<file path="src/rtl/alu_req_arbiter.sv">
// Two-port round-robin arbiter sharing one 16-bit ALU.
// One grant per cycle into a single valid/ready response register.
module alu_req_arbiter #(
   parameter int DATA_W = 16
) (
   input  logic              clk,
   input  logic              rst_n,
   input  logic              r0_valid,
   output logic              r0_ready,
   input  logic [DATA_W-1:0] r0_a,
   input  logic [DATA_W-1:0] r0_b,
   input  logic [3:0]        r0_sel,
   input  logic              r1_valid,
   output logic              r1_ready,
   input  logic [DATA_W-1:0] r1_a,
   input  logic [DATA_W-1:0] r1_b,
   input  logic [3:0]        r1_sel,
   output logic              rsp_valid,
   input  logic              rsp_ready,
   output logic              rsp_id,
   output logic [DATA_W-1:0] rsp_result,
   output logic [3:0]        rsp_flags,
   output logic              rsp_err
);

   localparam int MSB = DATA_W - 1;

   typedef enum logic {
      EMPTY = 1'b0,
      FULL  = 1'b1
   } state_t;

   state_t state_q;
   state_t state_d;

   logic              last_q;
   logic              can_accept;
   logic              gnt0;
   logic              gnt1;
   logic              gnt;

   logic [DATA_W-1:0] op_a;
   logic [DATA_W-1:0] op_b;
   logic [3:0]        op_sel;

   logic [DATA_W:0]   sum;
   logic [DATA_W:0]   diff;
   logic [DATA_W-1:0] alu_res;
   logic              alu_c;
   logic              alu_v;
   logic              alu_err;
   logic [3:0]        alu_flags;

   // Readies stay low while reset is held even though the register is empty.
   assign can_accept = rst_n & (state_q == EMPTY | rsp_ready);

   assign r0_ready = can_accept & (last_q | ~r1_valid);
   assign r1_ready = can_accept & (~last_q | ~r0_valid);

   assign gnt0 = r0_valid & r0_ready;
   assign gnt1 = r1_valid & r1_ready;
   assign gnt  = gnt0 | gnt1;

   assign op_a   = gnt1 ? r1_a   : r0_a;
   assign op_b   = gnt1 ? r1_b   : r0_b;
   assign op_sel = gnt1 ? r1_sel : r0_sel;

   assign sum  = {1'b0, op_a} + {1'b0, op_b};
   assign diff = {1'b0, op_a} - {1'b0, op_b};

   always_comb begin
      alu_res = '0;
      alu_c   = 1'b0;
      alu_v   = 1'b0;
      alu_err = 1'b0;
      case (op_sel)
         4'd0: begin
            alu_res = sum[MSB:0];
            alu_c   = sum[DATA_W];
            alu_v   = (op_a[MSB] == op_b[MSB])
                    & (sum[MSB] != op_a[MSB]);
         end
         4'd1: begin
            alu_res = diff[MSB:0];
            alu_c   = diff[DATA_W];
            alu_v   = (op_a[MSB] != op_b[MSB])
                    & (diff[MSB] != op_a[MSB]);
         end
         4'd2:    alu_res = op_a & op_b;
         4'd3:    alu_res = op_a ^ op_b;
         4'd4:    alu_res = op_a | op_b;
         4'd5:    alu_res = ~op_a;
         default: alu_err = 1'b1;
      endcase
   end

   assign alu_flags = {alu_c, (alu_res == '0), alu_res[MSB], alu_v};

   always_comb begin
      state_d = state_q;
      unique case (state_q)
         EMPTY: if (gnt) state_d = FULL;
         FULL:  if (rsp_ready && !gnt) state_d = EMPTY;
         default: state_d = EMPTY;
      endcase
   end

   always_ff @(posedge clk or negedge rst_n) begin
      if (!rst_n) begin
         state_q <= EMPTY;
      end else begin
         state_q <= state_d;
      end
   end

   always_ff @(posedge clk or negedge rst_n) begin
      if (!rst_n) begin
         last_q     <= 1'b1;
         rsp_id     <= 1'b0;
         rsp_result <= '0;
         rsp_flags  <= '0;
         rsp_err    <= 1'b0;
      end else if (gnt) begin
         last_q     <= gnt1;
         rsp_id     <= gnt1;
         rsp_result <= alu_res;
         rsp_flags  <= alu_flags;
         rsp_err    <= alu_err;
      end
   end

   assign rsp_valid = (state_q == FULL);

endmodule

</file>
<file path="config.mk">
export PLATFORM = sky130hd
export DESIGN_NAME = alu_req_arbiter
export DESIGN_NICKNAME = d
export VERILOG_FILES = /design/src/rtl/alu_req_arbiter.sv
export SDC_FILE = /design/constraint.sdc
export NUM_CORES = 1
export LEC_CHECK = 0
export BUFFER_PORTS_ARGS = -buffer_cell sky130_fd_sc_hd__buf_4
export CAP_MARGIN = 5
export CORE_MARGIN = 2
export CORE_UTILIZATION = 39
export DETAILED_ROUTE_END_ITERATION = 10
export PLACE_DENSITY = 0.72
export SETUP_SLACK_MARGIN = 0.2
export SLEW_MARGIN = 20
export SYNTH_ARGS = -nofsm -noshare
export SYNTH_HDL_FRONTEND = slang
export SYNTH_SLANG_ARGS = --single-unit
</file>
<file path="constraint.sdc">
create_clock -name clk -period 11 [get_ports clk]
set_clock_uncertainty 0.05 [all_clocks]
set_input_delay 0.55 -clock clk [delete_from_list [all_inputs] [get_ports clk]]
set_output_delay 0.55 -clock clk [all_outputs]
set_load 0.05 [all_outputs]
</file>
=== After elaboration in Yosys (flattened, before gate mapping) ===
Cells that the tools add are included.

* Bitwise logic cells: 19
* Reductions and logical operators: 5
* Muxes and demuxes: 10
* Add/subtract/negate cells: 2
* Eq/ne operators: 9

{| class="wikitable"
|+ Operator list
! operator !! count
|-
| $pmux 16 s6 || 1
|-
| $mux 16 || 2
|-
| $add 16x16->17 || 1
|-
| $sub 16x16->17 || 1
|-
| $and 16x16->16 || 1
|-
| $logic_not 16->1 || 1
|-
| $not 16->16 || 1
|-
| $or 16x16->16 || 1
|-
| $xor 16x16->16 || 1
|-
| $eq 4x2->1 const B || 2
|-
| $eq 4x3->1 const B || 2
|-
| $and 1x1->1 || 7
|-
| $pmux 1 s2 || 3
|-
| $reduce_or 6->1 || 1
|-
| $eq 4x1->1 const B || 1
|-
| $logic_not 4->1 || 1
|-
| $mux 4 || 1
|-
| $not 1->1 || 4
|-
| $or 1x1->1 || 4
|-
| $mux 1 || 3
|-
| $ne 1x1->1 || 3
|-
| $eq 1x1->1 || 1
|-
| $logic_and 1x1->1 || 1
|-
| $logic_not 1->1 || 1
|}

* Output and inout bits: 25
* Register bits: 24
* Input port bits: 77

=== Depth between registers and ports, before layout ===
* Depth in word-level cells: 10
* Depth in mapped cells: 19
* Mapped depth without buffers: 15

=== Worst setup path after synthesis ===
Ideal clock, no wire load.

* Path kind: register to register
* Start: register state_q, in the netlist rsp_valid
* End: register rsp_flags[2]
* Required time: 10,858 ps
* Stages on the path, launching flop included: 18
* Data arrival time: 4,277 ps
* Slack: 6,581 ps
* Path buffers: 3
* Cell sequence: dfrtp_1 > nand2b_1 > nand3_4 > buf_6 > buf_2 > buf_1 > mux2i_1 > inv_1 > fa_1 > a211oi_2 > o21ai_1 > a21o_1 > a21oi_1 > xnor2_1 > a221o_1 > nor4_1 > nand4_1 > o31ai_2

* Word-level cells in the longest chain between the ends: 9
* Elaborated cells on any way between the ends: 25
* Those cells by class: 2 x add/sub; 5 x eq/ne; 4 x mux; 12 x bitwise; 2 x reduce/logical

{| class="wikitable"
|+ Ends and longest elaborated chain
! what !! RTL line !! RTL
|-
| start, declared || 33 || <nowiki>state_t state_q;</nowiki>
|-
| start signal, assigned || 112 || <nowiki>state_q <= state_d;</nowiki>
|-
| $not 1->1 (*) || n/a ||
|-
| $or 1x1->1 (*) || 55 || <nowiki>assign can_accept = rst_n & (state_q == EMPTY | rsp_ready);</nowiki>
|-
| $and 1x1->1 (*) || 55 ||
|-
| $and 1x1->1 || 58 || <nowiki>assign r1_ready = can_accept & (~last_q | ~r0_valid);</nowiki>
|-
| $and 1x1->1 || 61 || <nowiki>assign gnt1 = r1_valid & r1_ready;</nowiki>
|-
| $mux 16 (tied with other cells) || 64 || <nowiki>assign op_a = gnt1 ? r1_a : r0_a;</nowiki>
|-
| $sub 16x16->17 (tied with other cells) || 69 || <nowiki>assign diff = {1'b0, op_a} - {1'b0, op_b};</nowiki>
|-
| $pmux 16 s6 || 76 || <nowiki>case (op_sel)</nowiki>
|-
| $logic_not 16->1 || 97 || <nowiki>assign alu_flags = {alu_c, (alu_res == '0), alu_res[MSB], alu_v};</nowiki>
|-
| end signal, assigned || 127 || <nowiki>rsp_flags <= alu_flags;</nowiki>
|-
| end, declared || 22 || <nowiki>output logic [3:0] rsp_flags,</nowiki>
|}

Every way passes the cells marked *; elsewhere a longest branch is shown, timed or not.
A chain may end at the register's enable or synchronous reset.

=== Worst setup path in the final report ===
* Start: input port rsp_ready
* End: register rsp_result[14]

* Word-level cells in the longest chain between the ends: 7
* Elaborated cells on any way between the ends: 23
* Those cells by class: 2 x add/sub; 5 x eq/ne; 4 x mux; 11 x bitwise; 1 x reduce/logical

{| class="wikitable"
|+ Ends and longest elaborated chain
! what !! RTL line !! RTL
|-
| start, declared || 19 || <nowiki>input logic rsp_ready,</nowiki>
|-
| $or 1x1->1 (*) || 55 ||
|-
| $and 1x1->1 (*) || 55 ||
|-
| $and 1x1->1 || 58 ||
|-
| $and 1x1->1 || 61 ||
|-
| $mux 16 (tied with other cells) || 64 ||
|-
| $sub 16x16->17 (tied with other cells) || 69 ||
|-
| $pmux 16 s6 || 76 ||
|-
| end signal, assigned || 126 || <nowiki>rsp_result <= alu_res;</nowiki>
|-
| end, declared || 21 || <nowiki>output logic [DATA_W-1:0] rsp_result,</nowiki>
|}

Marks and branches as above.

==> impl_metrics.py <==
metrics = {
    "floorplanning": {
        "coreArea_sq_um": 10940,
        "io_pins": 102,
        "dieArea_sq_um": 12170,
        "initial_core_util": 0.4031,
        "rows": 38,
        "fp.dieW_um": 110.3,
        "die_h_um": 110.3,
    },
    "setup_path": {
        "cp_max_fo": 62,
        "worstPathArrival_ns": 4.74,
        "r2r_start": "last_q",
        "worst_setup_path_start_kind": "input port",
        "end_kind": "flip-flop",
        "crit_type": "input port to flip-flop",
        "r2r-end": "rsp_result[14]",
        "r2r_cells": 16,
        "r2r_slack_ns": 6.37,
        "cp.required_ns": 11.09,
    },
    "drt": {
        "drtIter0Drc": 330,
        "met3_length_um": 1012,
        "dr.pass1.iters": 5,
        "met1Wirelength_um": 6548,
        "wl_per_cell_um": 17.57,
        "viasPerCell": 5.756,
        "num_vias": 4789,
        "postRouteAntennaNets": 0,
        "wl_um": 14620,
        "top_layer_used": "met4",
        "post-route-drc-count": 0,
        "met2_length_um": 6800,
    },
    "synthesis": {
        "ys.flop_type": "dfrtp_1",
        "ys_ff_latch": 23,
        "synth-simple-area-share": 0.2614,
        "synth_top_family_by_area": "compound AO/OA/AOI/OAI gates",
        "synth_compound_area_frac": 0.2742,
        "ys_types": 70,
        "synth_xor_xnor_area_share": 0.03179,
        "synth_mux_area_frac": 0.06954,
        "synthAdderAreaFrac": 0.1510,
        "synth_edf_count": 0,
        "syn_inst": 618,
        "ys_async_sr_fraction": 1.000,
        "syn-cell-area_sq_um": 4408,
        "yosysSeqAreaShare": 0.1309,
        "avgSynthCellArea_sq_um": 7.133,
        "ys.warnings.count": 0,
        "synth_fp_nets": 747,
    },
    "placement": {
        "dp_slack_ns": 6.134,
        "routabilityCongestion": 0.9323,
        "postPlaceCellArea_sq_um": 5191,
        "dp.cells": 828,
        "place_hpwl_um": 11310,
        "io_buffers": 101,
    },
    "clocking": {
        "root_buffer": "clkbuf_16",
        "clk_path_buf_depth": 2,
        "cts.sinks": 23,
        "clkSlewWorstSetupHoldPaths_ns": 0.06,
        "cts_buffers": 3,
        "cts_tree": "yes",
        "cts-resized-gates": 0,
        "insertion_delay_ns": 0.26,
        "cts_htree_levels": 1,
        "ctsHoldBuffers": 0,
        "postCtsSetupBuffers": 0,
    },
    "sta": {
        "worst_pin_slew_ns": 1.027,
        "finalSetupViolCount": 0,
        "rsz0062_at_grt": "false",
        "fin_crit_sh": 0.4221,
        "relSlewSlack": 0.3019,
        "fmax_mhz": 215.4,
        "finalWorstSetupSlack_ns": 6.356,
        "fin_crit_ns": 4.644,
        "tns_ns": 0,
        "finalHoldViolCount": 0,
        "drv_slew": 0,
    },
    "finish": {
        "syn_to_final_growth_pct": 19.59,
        "antenna_cells": 0,
        "drive_above_1_share": 0.2009,
        "multi_input_area_sq_um": 3475,
        "final_cells": 832,
        "fill_cells": 1123,
        "seqCellArea_sq_um": 576.8,
        "nets": 822,
        "post-route-cell-area_sq_um": 5271,
    },
    "power": {
        "leakage_nw": 2.611,
        "finalPower_mw": 0.5889,
        "power.density_nw_per_um2": 111.7,
        "peakVddDrop_v": 0.0001488,
    },
    "grt": {
        "antenna_found_initial": 0,
        "grt_max_degree": 63,
        "grt_pass1_wl_um": 23050,
        "grt_pass1_vias": 4519,
        "grt.overflow.total": 0,
        "grt_use_total": 0.2406,
    },
    "outcome": {
        "status": "finished, final reports clean",
    },
    "job": {
        "maxCapViolations": 0,
    },
    "hold_path": {
        "hold_class": "input port to asynchronous set/reset pin",
    },
}
## per-layer routing
layer / GRT usage / up-vias
li1: - / 2334
met1: 0.3182 / 2253
met2: 0.4128 / 183
met3: 0.03469 / 19
met4: 0.05714 / 0
met5: 0 / -
## kinds of logic after synthesis
| group | after synthesis |
|---|---|
| compound gates | 165 |
| xor+xnor | 16 |
| fa+ha+maj | 52 |
| buf+inv | 81 |
| flops | 23 |
| mux | 28 |
| simple gates | 253 |
## critical path: stages
cell and delay, ns:
buf_4 0.10, nand2b_1 0.23, nand3_4 0.11, buf_4 0.60, mux2_2 0.31, inv_1 0.07, ha_1 0.22, fa_1 0.49
nor2_1 0.17, o221ai_2 0.16, a2111oi_2 0.46, o311a_1 0.29, a21oi_1 0.09, o21bai_1 0.20, xnor2_1 0.15, o221ai_1 0.21
mux2_2 0.32
## cell usage after synthesis (all sizes together) (7+ instances only)
| cell | instances | area share |
|---|---|---|
| ha | 50 | 0.14 |
| a211oi | 13 | 0.027 |
| clkbuf | 16 | 0.014 |
| nor2b | 7 | 0.0099 |
| or3 | 9 | 0.014 |
| dfrtp | 22 | 0.12 |
| mux2 | 8 | 0.020 |
| nor3 | 26 | 0.030 |
| o21a | 7 | 0.012 |
| mux2i | 20 | 0.049 |
| inv | 45 | 0.038 |
| nor2 | 47 | 0.040 |
| nand2b | 11 | 0.016 |
| a221oi | 8 | 0.016 |
| o21ai | 25 | 0.028 |
| xnor2 | 10 | 0.020 |
| a21oi | 35 | 0.040 |
| nand2 | 126 | 0.11 |
| o211ai | 14 | 0.024 |
| buf | 20 | 0.029 |
| nand3 | 7 | 0.011 |
## worst max-delay path by stage
stage                    from        endpoint  slack, ns  depth (start not counted)
floorplan           rsp_valid    rsp_flags[2]       6.58                         17
CTS                 rsp_ready  rsp_result[14]       6.40                         17
global route        rsp_ready    rsp_flags[2]       6.06                         17
global placement    rsp_ready  rsp_result[14]       6.24                         17
finish              rsp_ready  rsp_result[14]       6.36                         17
detailed placement  rsp_ready  rsp_result[14]       6.13                         17
## state kept, by name, indices dropped and copies added (netlist names)
register / cells
last_q: 1
rsp_err: 1
rsp_flags: 4
rsp_id: 1
rsp_result: 15
rsp_valid: 1
## area by class of cell
class | instances | area share
inverters | 45 | 0.03204
repair buffers | 106 | 0.1510
clock inverters | 1 | 0.0009494
flip-flops and latches | 23 | 0.1094
clock buffers | 3 | 0.01424
multi-input cells | 514 | 0.6591
well taps | 140 | 0.03323
## stage by stage
step             util  hold slack (ns)
3_5_place_dp   0.4747           0.4222
3_3_place_gp   0.4747           0.4124
2_1_floorplan       -           0.2044
6_report       0.4820           0.1413
5_1_grt        0.4820           0.1665
4_1_cts        0.4820           0.1538
## layout by cell type, fill, tap and decap left out, types with 4 or more instances in the layout
cell         n
a2111oi_0    4
a211oi_1     9
a211oi_2     4
a21o_1       6
a21oi_1     35
a221oi_1     8
a31oi_1      6
buf_4      106
dfrtp_1     22
ha_1        50
inv_1       45
mux2_2       8
mux2i_1     18
nand2_1    126
nand2b_1    11
nand3_1      6
nand4_1      4
nor2_1      47
nor2b_1      7
nor3_1      26
o211ai_1    14
o21a_1       7
o21ai_0     23
o21bai_1     6
o22ai_1      5
or3_1        8
xnor2_1     10
xor2_1       6
## power by group
| part | total [mW] | internal (mW) | leakage [nW] | switching, mW |
|---|---|---|---|---|
| Sequential | 0.111 | 0.101 | 0.291 | 0.00997 |
| Clock | 0.0795 | 0.0489 | 0.0409 | 0.0306 |
| Combinational | 0.398 | 0.146 | 2.28 | 0.253 |
| Total | 0.589 | 0.296 | 2.61 | 0.293 |
Power figures use the tool's default switching activity.
